**config.mk**
```make
export PLATFORM = sky130hd
export DESIGN_NAME = hisoc_test_seq
export DESIGN_NICKNAME = d
export VERILOG_FILES = /design/src/rtl/hisoc_test_seq.sv
export SDC_FILE = /design/constraint.sdc
export NUM_CORES = 1
export LEC_CHECK = 0
export BUFFER_PORTS_ARGS = -buffer_cell sky130_fd_sc_hd__buf_2
export CAP_MARGIN = 20
export CORE_MARGIN = 2
export CORE_UTILIZATION = 47
export CTS_CLUSTER_DIAMETER = 80
export DETAILED_ROUTE_END_ITERATION = 8
export PLACE_DENSITY = 0.89
export SYNTH_ARGS = -nofsm -noshare
export SYNTH_HDL_FRONTEND = slang
export SYNTH_SLANG_ARGS = --single-unit
```
**constraint.sdc**
```tcl
create_clock -name clk -period 2.3 [get_ports clk]
set_input_delay 0.23 -clock clk [delete_from_list [all_inputs] [get_ports clk]]
set_output_delay 0.23 -clock clk [all_outputs]
set_load 0.02 [all_outputs]
```
**src/rtl/hisoc_test_seq.sv**
```systemverilog
// Test sequencer for HISOC: loads the instruction ROM, clears data memory, sequences
// core reset/enable, then watches the s10/s11 taps to decide pass, fail or timeout.
module hisoc_test_seq #(
    parameter int unsigned CPU_WIDTH   = 32,
    parameter int unsigned IROM_AW     = 10,
    parameter int unsigned DMEM_AW     = 10,
    parameter int unsigned SETTLE_CYC  = 5,
    parameter int unsigned CHECK_DLY   = 4,
    parameter int unsigned TIMEOUT_CYC = 100000
) (
    input  logic                 clk,
    input  logic                 rst_n,
    input  logic                 start,
    input  logic                 ld_valid,
    output logic                 ld_ready,
    input  logic [CPU_WIDTH-1:0] ld_data,
    input  logic                 ld_last,
    output logic                 irom_we,
    output logic [IROM_AW-1:0]   irom_addr,
    output logic [CPU_WIDTH-1:0] irom_wdata,
    output logic                 dmem_we,
    output logic [DMEM_AW-1:0]   dmem_addr,
    output logic [CPU_WIDTH-1:0] dmem_wdata,
    output logic                 core_rst_n,
    output logic                 core_en,
    input  logic [CPU_WIDTH-1:0] end_flag,
    input  logic [CPU_WIDTH-1:0] pass_flag,
    input  logic [CPU_WIDTH-1:0] test_num,
    output logic                 busy,
    output logic                 done,
    output logic                 pass,
    output logic                 timeout,
    output logic [CPU_WIDTH-1:0] fail_num
);

    localparam int unsigned TW   = $clog2(TIMEOUT_CYC + 1);
    localparam int unsigned DMAX = (SETTLE_CYC > CHECK_DLY) ? SETTLE_CYC : CHECK_DLY;
    localparam int unsigned DW   = (DMAX < 2) ? 1 : $clog2(DMAX + 1);

    typedef enum logic [2:0] {
        StIdle, StLoad, StClear, StSettle, StRun, StCheck, StDone
    } state_e;

    state_e                 state_q, state_d;
    logic [IROM_AW-1:0]     wcnt_q, wcnt_d;
    logic [DW-1:0]          dly_q, dly_d;
    logic [TW-1:0]          tmo_q, tmo_d;
    logic                   irom_we_q, irom_we_d;
    logic [IROM_AW-1:0]     irom_addr_q, irom_addr_d;
    logic [CPU_WIDTH-1:0]   irom_wdata_q, irom_wdata_d;
    logic                   dmem_we_q, dmem_we_d;
    logic [DMEM_AW-1:0]     dmem_addr_q, dmem_addr_d;
    logic                   core_rst_n_q, core_rst_n_d;
    logic                   core_en_q, core_en_d;
    logic                   busy_q, busy_d;
    logic                   done_q, done_d;
    logic                   pass_q, pass_d;
    logic                   timeout_q, timeout_d;
    logic [CPU_WIDTH-1:0]   fail_num_q, fail_num_d;

    always_comb begin
        state_d      = state_q;
        wcnt_d       = wcnt_q;
        dly_d        = dly_q;
        tmo_d        = tmo_q;
        irom_we_d    = 1'b0;
        irom_addr_d  = irom_addr_q;
        irom_wdata_d = irom_wdata_q;
        dmem_we_d    = dmem_we_q;
        dmem_addr_d  = dmem_addr_q;
        core_rst_n_d = core_rst_n_q;
        core_en_d    = core_en_q;
        done_d       = done_q;
        pass_d       = pass_q;
        timeout_d    = timeout_q;
        fail_num_d   = fail_num_q;

        case (state_q)
            StIdle, StDone: begin
                if (start) begin
                    state_d    = StLoad;
                    wcnt_d     = '0;
                    done_d     = 1'b0;
                    pass_d     = 1'b0;
                    timeout_d  = 1'b0;
                    fail_num_d = '0;
                end
            end
            StLoad: begin
                if (ld_valid) begin
                    irom_we_d    = 1'b1;
                    irom_addr_d  = wcnt_q;
                    irom_wdata_d = ld_data;
                    wcnt_d       = wcnt_q + 1'b1;
                    // A full ROM ends the load even if ld_last never arrives.
                    if (ld_last || (wcnt_q == '1)) begin
                        state_d     = StClear;
                        dmem_we_d   = 1'b1;
                        dmem_addr_d = '0;
                    end
                end
            end
            StClear: begin
                if (dmem_addr_q == '1) begin
                    state_d      = StSettle;
                    dmem_we_d    = 1'b0;
                    core_rst_n_d = 1'b1;
                    dly_d        = '0;
                end else begin
                    dmem_addr_d = dmem_addr_q + 1'b1;
                end
            end
            StSettle: begin
                if (dly_q == DW'(SETTLE_CYC - 1)) begin
                    state_d   = StRun;
                    core_en_d = 1'b1;
                    tmo_d     = '0;
                end else begin
                    dly_d = dly_q + 1'b1;
                end
            end
            StRun: begin
                tmo_d = tmo_q + 1'b1;
                // End-of-test takes priority over a coincident timeout.
                if (end_flag == CPU_WIDTH'(1)) begin
                    state_d = StCheck;
                    dly_d   = '0;
                end else if (tmo_q == TW'(TIMEOUT_CYC - 1)) begin
                    state_d      = StDone;
                    done_d       = 1'b1;
                    pass_d       = 1'b0;
                    timeout_d    = 1'b1;
                    core_en_d    = 1'b0;
                    core_rst_n_d = 1'b0;
                end
            end
            StCheck: begin
                if (dly_q == DW'(CHECK_DLY - 1)) begin
                    state_d      = StDone;
                    done_d       = 1'b1;
                    core_en_d    = 1'b0;
                    core_rst_n_d = 1'b0;
                    if (pass_flag == CPU_WIDTH'(1)) begin
                        pass_d = 1'b1;
                    end else begin
                        pass_d     = 1'b0;
                        fail_num_d = test_num;
                    end
                end else begin
                    dly_d = dly_q + 1'b1;
                end
            end
            default: state_d = StIdle;
        endcase

        busy_d = (state_d != StIdle) && (state_d != StDone);
    end

    always_ff @(posedge clk or negedge rst_n) begin
        if (!rst_n) begin
            state_q      <= StIdle;
            wcnt_q       <= '0;
            dly_q        <= '0;
            tmo_q        <= '0;
            irom_we_q    <= 1'b0;
            irom_addr_q  <= '0;
            irom_wdata_q <= '0;
            dmem_we_q    <= 1'b0;
            dmem_addr_q  <= '0;
            core_rst_n_q <= 1'b0;
            core_en_q    <= 1'b0;
            busy_q       <= 1'b0;
            done_q       <= 1'b0;
            pass_q       <= 1'b0;
            timeout_q    <= 1'b0;
            fail_num_q   <= '0;
        end else begin
            state_q      <= state_d;
            wcnt_q       <= wcnt_d;
            dly_q        <= dly_d;
            tmo_q        <= tmo_d;
            irom_we_q    <= irom_we_d;
            irom_addr_q  <= irom_addr_d;
            irom_wdata_q <= irom_wdata_d;
            dmem_we_q    <= dmem_we_d;
            dmem_addr_q  <= dmem_addr_d;
            core_rst_n_q <= core_rst_n_d;
            core_en_q    <= core_en_d;
            busy_q       <= busy_d;
            done_q       <= done_d;
            pass_q       <= pass_d;
            timeout_q    <= timeout_d;
            fail_num_q   <= fail_num_d;
        end
    end

    assign ld_ready   = (state_q == StLoad);
    assign irom_we    = irom_we_q;
    assign irom_addr  = irom_addr_q;
    assign irom_wdata = irom_wdata_q;
    assign dmem_we    = dmem_we_q;
    assign dmem_addr  = dmem_addr_q;
    assign dmem_wdata = '0;
    assign core_rst_n = core_rst_n_q;
    assign core_en    = core_en_q;
    assign busy       = busy_q;
    assign done       = done_q;
    assign pass       = pass_q;
    assign timeout    = timeout_q;
    assign fail_num   = fail_num_q;

endmodule

```
Word level (Yosys, flattened, before mapping):

Index checks and enable logic that the tools add are counted.

* input port bits: 133
* output and inout bits: 125
* bits in registers: 125

* eq/ne operators: 27
* reduce and logical (&&, ||, !) cells: 25
* mux-type cells: 49
* add/subtract/negate cells: 4

Operators by type and width (count)
* two-way mux 32 bit: 3
* == test 32 x 1 -> 1 bit, second input constant: 2
* one-hot mux 32 bit (2 select lines): 1
* two-way mux 10 bit: 5
* one-hot mux 10 bit (2 select lines): 2
* two-way mux 3 bit: 12
* one-hot mux 17 bit (2 select lines): 1
* inequality test 2 bit, second input constant: 12
* adder 10 x 1 -> 10 bit, second input constant: 2
* == test 10 bit, second input constant: 2
* AND reduction 5 bit: 4
* one-hot mux 3 bit (6 select lines): 1
* adder 17 x 1 -> 17 bit, second input constant: 1
* == test 17 bit, second input constant: 1
* two-way mux 17 bit: 1
* two-way mux 1 bit: 16
* AND reduction 4 bit: 4
* == test 3 bit, second input constant: 4
* one-hot mux 1 bit (3 select lines): 4
* one-hot mux 3 bit (4 select lines): 1
* nonzero test 3 bit: 4
* nonzero test 2 bit: 5
* == test 3 x 2 -> 1 bit, second input constant: 3
* one-hot mux 1 bit (2 select lines): 2
* 11 further kinds: 12

Depth between registers and ports, before layout:

* word-level depth: 7
* gate-level depth with buffers: 8
* gate-level depth less buffers: 7

Least setup slack after synthesis:

Ideal clock, no wire load.

* path kind: flip-flop to flip-flop
* start point: reg dly_q[0]
* end point: reg fail_num_q[0] (netlist: fail_num[0])
* setup slack: 0.426 ns
* data arrival time: 1.753 ns
* buffers on the path: 1
* period minus slack after synthesis: 1.874 ns
* data required time: 2.179 ns
* stages on the path, launching flop included: 9
* library setup time: 0.121 ns
* cells stage by stage: dfrtp_1 -> ha_1 -> ha_1 -> nor3b_1 -> o21ai_0 -> o41ai_2 -> a211o_1 -> buf_1 -> a22o_1

* word-level cells in the longest chain between the ends: 3

Ends and longest elaborated chain
* start, declared: line 46 `logic [DW-1:0] dly_q, dly_d;`
* start signal, assigned: line 180 `dly_q <= dly_d;`
* == test 3 x 2 -> 1 bit: line 138 `if (dly_q == DW'(CHECK_DLY - 1)) begin`
* inequality test 2 bit (no source line)
* AND reduction 4 bit (no source line)
* end signal, assigned: line 193 `fail_num_q <= fail_num_d;`
* end, declared: line 59 `logic [CPU_WIDTH-1:0] fail_num_q, fail_num_d;`

Every way passes these cells.
A chain may end at the register's enable or synchronous reset.

Worst setup path in the final report:

* start point: reg state_q[0]
* end point: reg tmo_q[11]

* word-level cells in the longest chain between the ends: 3

Ends and longest elaborated chain
* start, declared: line 44 `state_e state_q, state_d;`
* start signal, assigned: line 161 `state_q <= StIdle;`
* start signal, assigned: line 178 `state_q <= state_d;`
* == test 3 x 2 -> 1 bit or == test 3 bit (tied branches): line 78 `case (state_q)`
* inequality test 2 bit (no source line) or nonzero test 2 bit (tied branches)
* AND reduction 2 bit (no source line)
* end signal, assigned: line 181 `tmo_q <= tmo_d;`
* end, declared: line 47 `logic [TW-1:0] tmo_q, tmo_d;`

Parallel ways exist; a longest one is shown, timed or not.

==> flow_metrics.env <==
export IMPL_stdcell_area_um2=7680
export IMPL_portBuffers=225
export IMPL_rows=40
export IMPL_rsz0062_at_grt="false"
export IMPL_cts_root_buf="clkbuf_16"
export IMPL_fmax_mhz=474
export IMPL_hold_ws_ns=0.0132
export IMPL_ys_seq_area_share_pct=54.3
export IMPL_regToRegSetupSlack_ns=0.19
export IMPL_globalRouteOverflowTotal=0
export IMPL_numClockSinks=125
export IMPL_synth_async_reset_ratio_pct=100
export IMPL_hold_path_class="input pin to flip-flop"
export IMPL_antenna_left=0
export IMPL_final_setup_skew_ns=0.00822
export IMPL_clk_pin_slew_ns=0.05
export IMPL_antenna_found_initial=1
export IMPL_dieArea_um2=13200
export IMPL_slew_headroom_pct=49.1
export IMPL_max_cap_violations=0
export IMPL_grt_max_degree=60
export IMPL_chipWidth_um=115
export IMPL_syn_inst=590
export IMPL_cts_tree="done"
export IMPL_initial_utilization_pct=48.1
export IMPL_core_area_um2=12000
export IMPL_r2r_cells=4
export IMPL_tightest_slew_ns=0.763
export IMPL_critPathLaunchType="flip-flop"
export IMPL_tns_ns=0
export IMPL_firstDrtPassIters=5
export IMPL_synth_top_flop_cell="dfrtp_1"
export IMPL_drive_gt1_share_pct=33.3
export IMPL_clk_latency_ns=0.41
export IMPL_status="finished, final reports clean"
export IMPL_finalWeightedCongestion=0.820
export IMPL_place_area_um2=6970
export IMPL_grt_pass1_vias=4716
export IMPL_io_pins=258
export IMPL_nets=972
export IMPL_critical_path_class="flip-flop to flip-flop"
export IMPL_numCtsBuffers=17
export IMPL_vias=5110
export IMPL_final_setup_worst_slack_ns=0.189
export IMPL_ys_seq_elements=125
export IMPL_drv_slew=0
export IMPL_synth_warnings=0
export IMPL_period_share_pct=91.8
export IMPL_setup_viol=0
export IMPL_r2r_start="state_q[0]"
export IMPL_cp_required_ns=2.57
export IMPL_startpoint="state_q[0]"
export IMPL_critPathCaptureType="flip-flop"
export IMPL_synth_distinct_cells=56
export IMPL_syn_avg_cell_area_um2=9.76
export IMPL_p_leak_nw=4.14
export IMPL_total_power_mw=8.42
export IMPL_postCtsSetupRepairBufs=0
export IMPL_wirelength_mm=15.2
export IMPL_synth_edf_count=0
export IMPL_whs_endpoint="irom_wdata[9]"
export IMPL_hp_start="ld_data[9]"
export IMPL_wl_per_cell_um=15.3
export IMPL_area_delta_synth_final_pct=33.4
export IMPL_htree_levels=4
export IMPL_reg2reg_to="tmo_q[11]"
export IMPL_timing_final_hold_violations=0
export IMPL_grt_pass1_wl_mm=23.2
export IMPL_hold_depth=3
export IMPL_post_route_min_period_ns=2.11
export IMPL_worstPathMaxFanout=19
export IMPL_route_detailed_drc=0
export IMPL_die_y_um=115
export IMPL_hpwl_mm=11.0
export IMPL_pre_cts_ws_ns=0.222
export IMPL_avgViaCountPerCell=5.14
export IMPL_irDropWorstVdd_v=0.000696
export IMPL_pwr_density_cell_nw_per_um2=1100
export IMPL_arrival_ns=2.38
export IMPL_grt_total_usage_pct=23.0
export IMPL_drtIter0Drc=350
export IMPL_syn_area_um2=5760
export IMPL_cts_max_path_buffers=2
==> metal layers <==
metal	up-vias	part of all wire (%)	track usage [%]
li1	2468	-	-
met1	2393	40	28.3
met2	233	51	37.8
met3	16	7.9	8.42
met4	0	1.3	7.63
met5	-	0	0
==> final cells by class <==
type | count | area, µm²
clock buffer | 22 | 484
tap | 147 | 184
clock inverter | 10 | 113
inverter | 18 | 67.6
fill | 947 | 4280
sequential | 125 | 3130
timing repair buffer | 250 | 1360
antenna | 2 | 5.00
multi-input combinational | 421 | 2340
==> worst max-delay path by stage <==
| stage | end | cells past startpoint |
|---|---|---|
| 2_1_floorplan | fail_num[0] | 8 |
| 3_3_place_gp | fail_num[23] | 8 |
| 3_5_place_dp | fail_num[2] | 6 |
| 4_1_cts | busy | 6 |
| 5_1_grt | tmo_q[11] | 4 |
| 6_report | tmo_q[11] | 4 |
==> registers in the layout, summed over array words and instances, names as in the netlist, 3 cells and up <==
signal	cells
fail_num	32
tmo_q	17
irom_wdata	32
state_q	3
dmem_addr	10
wcnt_q	10
dly_q	3
irom_addr	10
==> placed cells by master (no fill, tap or decap), types with 2 or more instances in the layout <==
master / n
nand2_1: 150
o21ai_0: 23
o21ai_1: 3
and3_1: 5
nor2b_1: 3
a22o_1: 36
nor3_1: 3
nor3b_1: 3
clkbuf_8: 4
a21oi_1: 5
dlygate4sd3_1: 11
ha_1: 6
mux2_2: 3
nor2_1: 31
a31oi_1: 4
nor4b_1: 2
buf_4: 14
inv_1: 17
diode_2: 2
mux2i_1: 2
nand3_1: 22
nand4_1: 21
clkinv_2: 4
o211ai_1: 2
nor4_1: 16
dfrtp_1: 125
nand2b_1: 2
conb_1: 32
clkbuf_16: 17
and2_1: 3
clkinv_4: 2
xor2_1: 16
a21boi_1: 2
buf_2: 224
bufinv_16: 2
clkinvlp_4: 2
==> where the power goes <==
group / switching [mW] / internal [mW] / total (mW) / leakage, nW
logic: 1.57 / 0.935 / 2.51 / 2.19
registers: 0.474 / 2.79 / 3.27 / 1.65
clock network: 0.944 / 1.70 / 2.65 / 0.292
==> critical path, stage by stage, from the launching register on <==
cell	delay [ns]
dfrtp_1	0.56
or3b_2	0.67
and2_0	0.36
o21ai_0	0.24
o21ai_0	0.14
==> timing repair <==
item	in CTS	in global routing
hold endpoints to repair	40	0
hold buffers	11	0
setup endpoints to repair	0	1
gates resized for setup	0	1
==> cells by family (layout without fill, tap and decap cells) <==
kind of cell	count (synthesis)	in the layout	share of synthesized area, %
other cells	1	34	0.0651
simple gates	271	271	21.9
xor+xnor	17	17	2.59
buf+inv	75	300	7.17
compound gates	90	90	11.7
flops	125	125	54.3
fa+ha+maj	6	6	1.30
mux	5	5	0.934
==> cell usage after synthesis (all sizes together), types with 3 or more instances <==
cell type  number  area share [%]
nand4          21             2.3
nor3b           3            0.39
nor3            3            0.26
nor2b           3            0.33
nor4           18             2.3
a211oi          3            0.56
buf            42             5.0
mux2            3            0.59
nand2         150             9.8
and3            5            0.54
a21oi           5            0.43
a31oi           4            0.43
dfrtp         125              54
clkbuf         15            0.98
inv            18             1.2
o21ai          26             2.3
nor2           31             2.0
a22o           36             5.5
a21boi          3            0.39
nand3          22             1.9
and2            4            0.43
xor2           16             2.4
ha              6             1.3
==> stage by stage <==
| step | std cells | utilization (%) |
|---|---|---|
| 2_1_floorplan | 621 | - |
| 3_3_place_gp | 950 | 58.3 |
| 3_5_place_dp | 950 | 58.3 |
| 4_1_cts | 993 | 64.2 |
| 5_1_grt | 994 | 64.2 |
| 6_report | 995 | 64.2 |
Note: power is estimated with default switching activity, not from simulation.
